--- config.mk ---
export PLATFORM = sky130hd
export DESIGN_NAME = receptor_jogada_esp
export DESIGN_NICKNAME = d
export VERILOG_FILES = /design/src/rtl/receptor_jogada_esp.sv
export SDC_FILE = /design/constraint.sdc
export NUM_CORES = 1
export LEC_CHECK = 0
export ABC_AREA = 1
export CORE_UTILIZATION = 50
export CTS_CLUSTER_SIZE = 16
export DETAILED_ROUTE_END_ITERATION = 10
export PLACE_DENSITY = 0.73
export RECOVER_POWER = 50
export SYNTH_ARGS = -nofsm -noshare
export SYNTH_HDL_FRONTEND = slang
export SYNTH_SLANG_ARGS = --single-unit
export TNS_END_PERCENT = 100
--- constraint.sdc ---
create_clock -name clock -period 1.5 [get_ports clock]
set_input_delay 0.3 -clock clock [delete_from_list [all_inputs] [get_ports clock]]
set_output_delay 0.3 -clock clock [all_outputs]
set_load 0.02 [all_outputs]
--- src/rtl/receptor_jogada_esp.sv ---
// 8N1 UART receiver plus ASCII move-frame parser ("e4\n", 'T') feeding circuito_CL.
// Emits single-cycle temJogada/fimT pulses one cycle after the mid-stop-bit sample.
module receptor_jogada_esp #(
   parameter int CLKS_POR_BIT = 434
) (
   input  logic       clock,
   input  logic       reset,
   input  logic       rx,
   output logic [2:0] jogadaFileira,
   output logic [2:0] jogadaColuna,
   output logic       temJogada,
   output logic       fimT,
   output logic       db_erro,
   output logic [3:0] db_estado
);

   localparam int MEIO = CLKS_POR_BIT / 2;
   localparam int CW   = $clog2(CLKS_POR_BIT);

   typedef enum logic [1:0] {Ocioso = 2'd0, Inicio = 2'd1, Dados = 2'd2, Parada = 2'd3} tipoEstadoRx;
   typedef enum logic [1:0] {EsperaCol = 2'd0, EsperaLin = 2'd1, EsperaFim = 2'd2} tipoEstadoPar;

   logic          rxMeta, rxSync;
   tipoEstadoRx   estadoRx, estadoRxD;
   logic [CW-1:0] clkCnt, clkCntD;
   logic [2:0]    bitCnt, bitCntD;
   logic [7:0]    shiftReg, shiftD;
   logic          byteOk, erroQuadro;

   tipoEstadoPar  estadoPar, estadoParD;
   logic [2:0]    col, colD, lin, linD;
   logic [2:0]    filD, colOutD;
   logic          temD, fimD, erroD;
   logic [7:0]    offCol, offLin;
   logic          ehColuna, ehLinha;

   always_ff @(posedge clock or posedge reset) begin
      if (reset) begin
         rxMeta   <= 1'b1;
         rxSync   <= 1'b1;
         estadoRx <= Ocioso;
         clkCnt   <= '0;
         bitCnt   <= '0;
         shiftReg <= 8'hFF;
      end else begin
         rxMeta   <= rx;
         rxSync   <= rxMeta;
         estadoRx <= estadoRxD;
         clkCnt   <= clkCntD;
         bitCnt   <= bitCntD;
         shiftReg <= shiftD;
      end
   end

   always_comb begin
      estadoRxD  = estadoRx;
      clkCntD    = clkCnt;
      bitCntD    = bitCnt;
      shiftD     = shiftReg;
      byteOk     = 1'b0;
      erroQuadro = 1'b0;
      unique case (estadoRx)
         Ocioso: begin
            if (!rxSync) begin
               estadoRxD = Inicio;
               clkCntD   = '0;
               bitCntD   = '0;
            end
         end
         Inicio: begin
            if (clkCnt == CW'(MEIO - 1)) begin
               clkCntD   = '0;
               estadoRxD = rxSync ? Ocioso : Dados;
            end else begin
               clkCntD = clkCnt + 1'b1;
            end
         end
         Dados: begin
            if (clkCnt == CW'(CLKS_POR_BIT - 1)) begin
               clkCntD = '0;
               shiftD  = {rxSync, shiftReg[7:1]};
               bitCntD = bitCnt + 3'd1;
               if (bitCnt == 3'd7) estadoRxD = Parada;
            end else begin
               clkCntD = clkCnt + 1'b1;
            end
         end
         Parada: begin
            if (clkCnt == CW'(CLKS_POR_BIT - 1)) begin
               clkCntD   = '0;
               estadoRxD = Ocioso;
               byteOk    = rxSync;
               erroQuadro = !rxSync;
            end else begin
               clkCntD = clkCnt + 1'b1;
            end
         end
      endcase
   end

   // Offsets from 'a' and '1'; only the low 3 bits matter once range-checked.
   assign offCol   = shiftReg - 8'h61;
   assign offLin   = shiftReg - 8'h31;
   assign ehColuna = (shiftReg >= 8'h61) && (shiftReg <= 8'h68);
   assign ehLinha  = (shiftReg >= 8'h31) && (shiftReg <= 8'h38);

   always_ff @(posedge clock or posedge reset) begin
      if (reset) begin
         estadoPar     <= EsperaCol;
         col           <= '0;
         lin           <= '0;
         jogadaFileira <= '0;
         jogadaColuna  <= '0;
         temJogada     <= 1'b0;
         fimT          <= 1'b0;
         db_erro       <= 1'b0;
      end else begin
         estadoPar     <= estadoParD;
         col           <= colD;
         lin           <= linD;
         jogadaFileira <= filD;
         jogadaColuna  <= colOutD;
         temJogada     <= temD;
         fimT          <= fimD;
         db_erro       <= erroD;
      end
   end

   always_comb begin
      estadoParD = estadoPar;
      colD       = col;
      linD       = lin;
      filD       = jogadaFileira;
      colOutD    = jogadaColuna;
      temD       = 1'b0;
      fimD       = 1'b0;
      erroD      = db_erro;
      if (erroQuadro) begin
         erroD      = 1'b1;
         estadoParD = EsperaCol;
      end else if (byteOk) begin
         if (shiftReg == 8'h54) begin
            fimD       = 1'b1;
            estadoParD = EsperaCol;
         end else begin
            unique case (estadoPar)
               EsperaCol: begin
                  if (ehColuna) begin
                     colD       = offCol[2:0];
                     estadoParD = EsperaLin;
                  end else if (shiftReg != 8'h0A && shiftReg != 8'h0D) begin
                     erroD = 1'b1;
                  end
               end
               EsperaLin: begin
                  if (ehLinha) begin
                     linD       = offLin[2:0];
                     estadoParD = EsperaFim;
                  end else begin
                     erroD      = 1'b1;
                     estadoParD = EsperaCol;
                  end
               end
               EsperaFim: begin
                  if (shiftReg == 8'h0A) begin
                     colOutD    = col;
                     filD       = lin;
                     temD       = 1'b1;
                     erroD      = 1'b0;
                     estadoParD = EsperaCol;
                  end else if (shiftReg != 8'h0D) begin
                     erroD      = 1'b1;
                     estadoParD = EsperaCol;
                  end
               end
               default: estadoParD = EsperaCol;
            endcase
         end
      end
   end

   assign db_estado = {estadoRx, estadoPar};

endmodule

# Word level (Yosys, flattened, before mapping)
# Cells that the tools add are included.
# totals
input_bits,3
elab_cells,109
reg_bits,41
output_inout_bits,13
# classes
order_cmp,4
n_reduce_logical,18
muxes,43
bitwise,2
n_eq_ne,24
n_addsub,4
# ops
op,n
$mux 9,3
$pmux 9 s3,1
$mux 2,13
$mux 1,20
$reduce_and 5->1,4
$ne 8x4->1 const B,2
$ne 2x2->1 const B,6
$add 9x1->9 const B,1
$eq 9x8->1 const B,1
$eq 9x9->1 const B,1
$ne 3x3->1 const B,3
$eq 8x4->1 const B,1
$eq 8x7->1 const B,1
$ge 8x6->1 const B,1
$ge 8x7->1 const B,1
$le 8x6->1 const B,1
$le 8x7->1 const B,1
$ne 4x4->1 const B,2
$pmux 2 s4,1
$reduce_and 7->1,1
$eq 2x2->1 const B,3
$mux 3,2
$pmux 2 s3,1
$pmux 3 s2,1
15 further kinds,23

# Longest topological paths before layout
# depth
ltp_word,8
depth_mapped,12
ltp_nobuf,12

# Least setup slack after synthesis
# Ideal clock, no wire load.
# synth_path
path_type,register to register
startpoint,register shiftReg[0]
endpoint,register col[2]
n_path_buf,0
stages_incl_launch_ff,11
t_arrival_ps,1497
slack_ps,-122
synth_period_minus_slack_ps,1622
required_ps,1375
setup_ps,125
cell_sequence,dfstp_2 > inv_1 > ha_1 > nand3_1 > inv_1 > nor2_1 > nand2_1 > nor2_1 > nand2_1 > nand2_1 > o21ai_1
# synth_via
elab_chain_cells,3
word_cells_on_any_way,7
classes_between,add/sub (1); order compare (2); eq/ne (1); bitwise (1); reduce/logical (2)
# synth_rtl
element,line_no,source
from (decl),27,"logic [7:0] shiftReg, shiftD;"
from (signal assigned),51,shiftReg <= shiftD;
"$ge 8x7->1, or another cell as far along",104,assign ehColuna = (shiftReg >= 8'h61) && (shiftReg <= 8'h68);
$logic_and 1x1->1 or $not 1->1 (tied branches),n/a,
$reduce_and 5->1 (no source line),n/a,
to (signal assigned),119,col <= colD;
to (decl),31,"logic [2:0] col, colD, lin, linD;"
# Parallel ways exist; a longest one is shown, timed or not.
# A chain may end at the register's enable or synchronous reset.

# Worst setup path in the final report
# layout_path
startpoint,register shiftReg[5]
endpoint,register estadoPar[0]
# layout_via
elab_chain_cells,6
word_cells_on_any_way,14
classes_between,order compare (2); eq/ne (5); mux (5); reduce/logical (2)
# layout_rtl
element,line_no,source
branches (longest 6 deep; another with $ge 8x7->1),n/a,
to (signal assigned),109,estadoPar <= EsperaCol;
to (signal assigned),118,estadoPar <= estadoParD;
to (decl),30,"tipoEstadoPar estadoPar, estadoParD;"
# Several ways; the timed one is not identified. The select of a mux whose other input is x is not followed.

==> results.toml <==
[run_status]
status = "finished, violations left"
violations = "negative setup slack"

[cts]
cts_max_path_buffers = 2
ctsRootBufferMaster = "clkbuf_8"
ctsHtreeMaxLevel = 2
clkLatencyLatePin_ns = 0.30
clkSinkCount = 41
cts_tree = "yes"
cts_hold_buf = 0
cts_buffers = 5
path_clk_slew_ns = 0.08

[timing]
setup_viol = 27
finClkSkew_ns = 0.00957
setup_slack_ns = -0.128
finalCritPeriodShare_pct = 109
tightest_slew_ns = 0.980
slew_violations = 0
max_slew_margin_pct = 34.6
max_clock_freq_mhz = 614
holdWs_ns = 0.357
hold_violations = 0
period_needed_ns = 1.63
rsz0062_at_grt = "yes"

[final_layout]
mostFrequentLayoutCell = "nand2_1"
finalInstanceArea_um2 = 3140
n_antenna_cell = 0
nFillCells = 276
nNetsFinal = 340
syn_to_final_growth_pct = 47.9
ff_latch_area_um2 = 1040
layout_common_cells = "nand2_1, buf_4, dfrtp_1"
multi_input_area_um2 = 1250
drive_above_1_share_pct = 42.1

[yosys]
synthArstFlopShare_pct = 100
synth_top_area_cell = "dfrtp_1"
synth.area.top_cells = "dfrtp_1, nand2_1, dfstp_2"
syn-num-nets = 275
synth_area_um2 = 2120
synth_cells = 264
synth_seq_area_share_pct = 48.9
syn_area_per_cell_um2 = 8.04
yosys_warnings = 0
synth_top_area_share_pct = 36.6
ys.flop_type = "dfrtp_1"
ys_seq_elements = 41
synth_edf_count = 0
ys_types = 26

[power]
power_mw = 2.08
power_density_nw_per_um2 = 661
p_leak_nw = 1.56
irDropWorstVdd_uv = 512

[worst_setup_path]
critPathBufInv = 1
max_stage_delay_ns = 0.55
cp.arrival_ns = 1.83
worstPathMaxFanout = 3
worstSetupPathType = "reg2reg"
cpLargestDelayFamily = "simple AND/OR/NAND/NOR gates"
cp_cell_sequence = "inv_1, nor2_1, nand3_1, nor2_2, nand2_2, nand3b_1, nand3_2, nand2_1, nand2_1"
worst_setup_path_start_kind = "flop"
cp_common_cell = "nand2_1"
critPathRequiredTime_ns = 1.70
path_depth = 9
rr_worst_depth = 9
end_kind = "flop"
cp_slowest_cell = "dfstp_2"

[route]
routedWlPerCell_um = 14.0
totalWireLength_um = 5320
num_vias = 2013
ant_nets = 0
firstDrtPassIters = 4
drc = 0
vias_per_cell = 5.30
drt_iter0_drc = 111

[grt]
overflow = 0
antenna_found_initial = 0
grt_max_degree = 42
grt_pass1_wl_um = 7840
grt_pass1_vias = 1827
grt.total_usage_pct = 23.7

[die]
core_um2 = 4030
die_area_um2 = 4510
fp-row-count = 23
io_pins = 16
die_x_um = 67.1
die_y_um = 67.1
start_util_pct = 52.7

[worst_hold_path]
hold_depth = 0
hp-class = "reg2reg"

[flow_run]
cap_viol_max_count = 0

[placement]
dpl.hpwl_um = 3340
gp_congestion = 0.894
port_buffers = 15
post-place-ws_ns = -0.151
detailed_place.area_um2 = 2640
## kinds of logic after synthesis
logic type	share of synthesized area [%]
xor+xnor	2.06
compound gates	9.08
simple gates	28.7
flops	48.9
fa+ha+maj	4.72
buf+inv	6.49
## report_power, final
group	switching [mW]	total, mW	internal, mW
clock	0.389	0.932	0.543
sequential	0.00372	1.11	1.11
combinational	0.0236	0.0288	0.00521
total	0.417	2.08	1.66
## registers in the layout, indices dropped and copies added (netlist names), named ones only
name,count
clkCnt,9
shiftReg,8
bitCnt,3
col,3
jogadaColuna,3
jogadaFileira,3
lin,3
estadoPar,2
db_erro,1
estadoRx,1
fimT,1
rxMeta,1
rxSync,1
temJogada,1
## synth_stat cells (2+ instances only)
cell / count
nand2_1: 76
dfrtp_1: 31
inv_1: 31
nor2_1: 27
nand3_1: 18
o21ai_0: 16
dfstp_2: 10
ha_1: 8
nand4_1: 8
o21ai_1: 6
nand2_2: 5
o22ai_1: 5
a21oi_1: 4
nor3_1: 3
xor2_1: 3
inv_2: 2
xnor2_1: 2
## cell type report
cell class                      instances  area share (%)
Clock inverter                          1           0.957
Inverter                               34            4.54
Clock buffer                            7            2.75
Tap cell                               50            1.99
Multi-Input combinational cell        188            40.0
Sequential cell                        41            33.1
Timing Repair Buffer                   59            16.7
## metal layers
layer  GRT usage, %  part of all wire, %  vias to the layer above
li1               -                    -                      982
met1           27.5                   40                      935
met2           40.5                   51                       71
met3           5.41                  5.4                       25
met4           12.5                  3.5                        0
met5              0                    0                        -
## worst paths after layout
| kind | from | endpoint | slack, ns |
|---|---|---|---|
| min in group asynchronous | reset | async pin | 0.60 |
| min reg2reg | rxMeta | rxSync | 0.36 |
| max reg2reg | shiftReg[5] | estadoPar[0] | -0.13 |
| max | shiftReg[5] | estadoPar[0] | -0.13 |
| max in group asynchronous | reset | clkCnt[0] | 0.24 |
| min | rxMeta | rxSync | 0.36 |
## metrics by stage
step	cells	TNS (ns)	utilization [%]
after detailed placement	361	-1.47	65.4
after global placement	361	-0.763	65.4
after CTS	374	-0.969	70.5
after floorplan	264	-0.0182	-
after global routing	380	-5.12	77.9
final	380	-1.83	77.9
## timing repair
| action | 4_1_cts | 5_1_grt |
|---|---|---|
| buffers inserted | 5 | 5 |
| cloned | 0 | 1 |
| setup endpoints to repair | 50 | 39 |
| resized for setup | 44 | 66 |
| pin swaps | 13 | 14 |
Power figures use the tool's default switching activity.
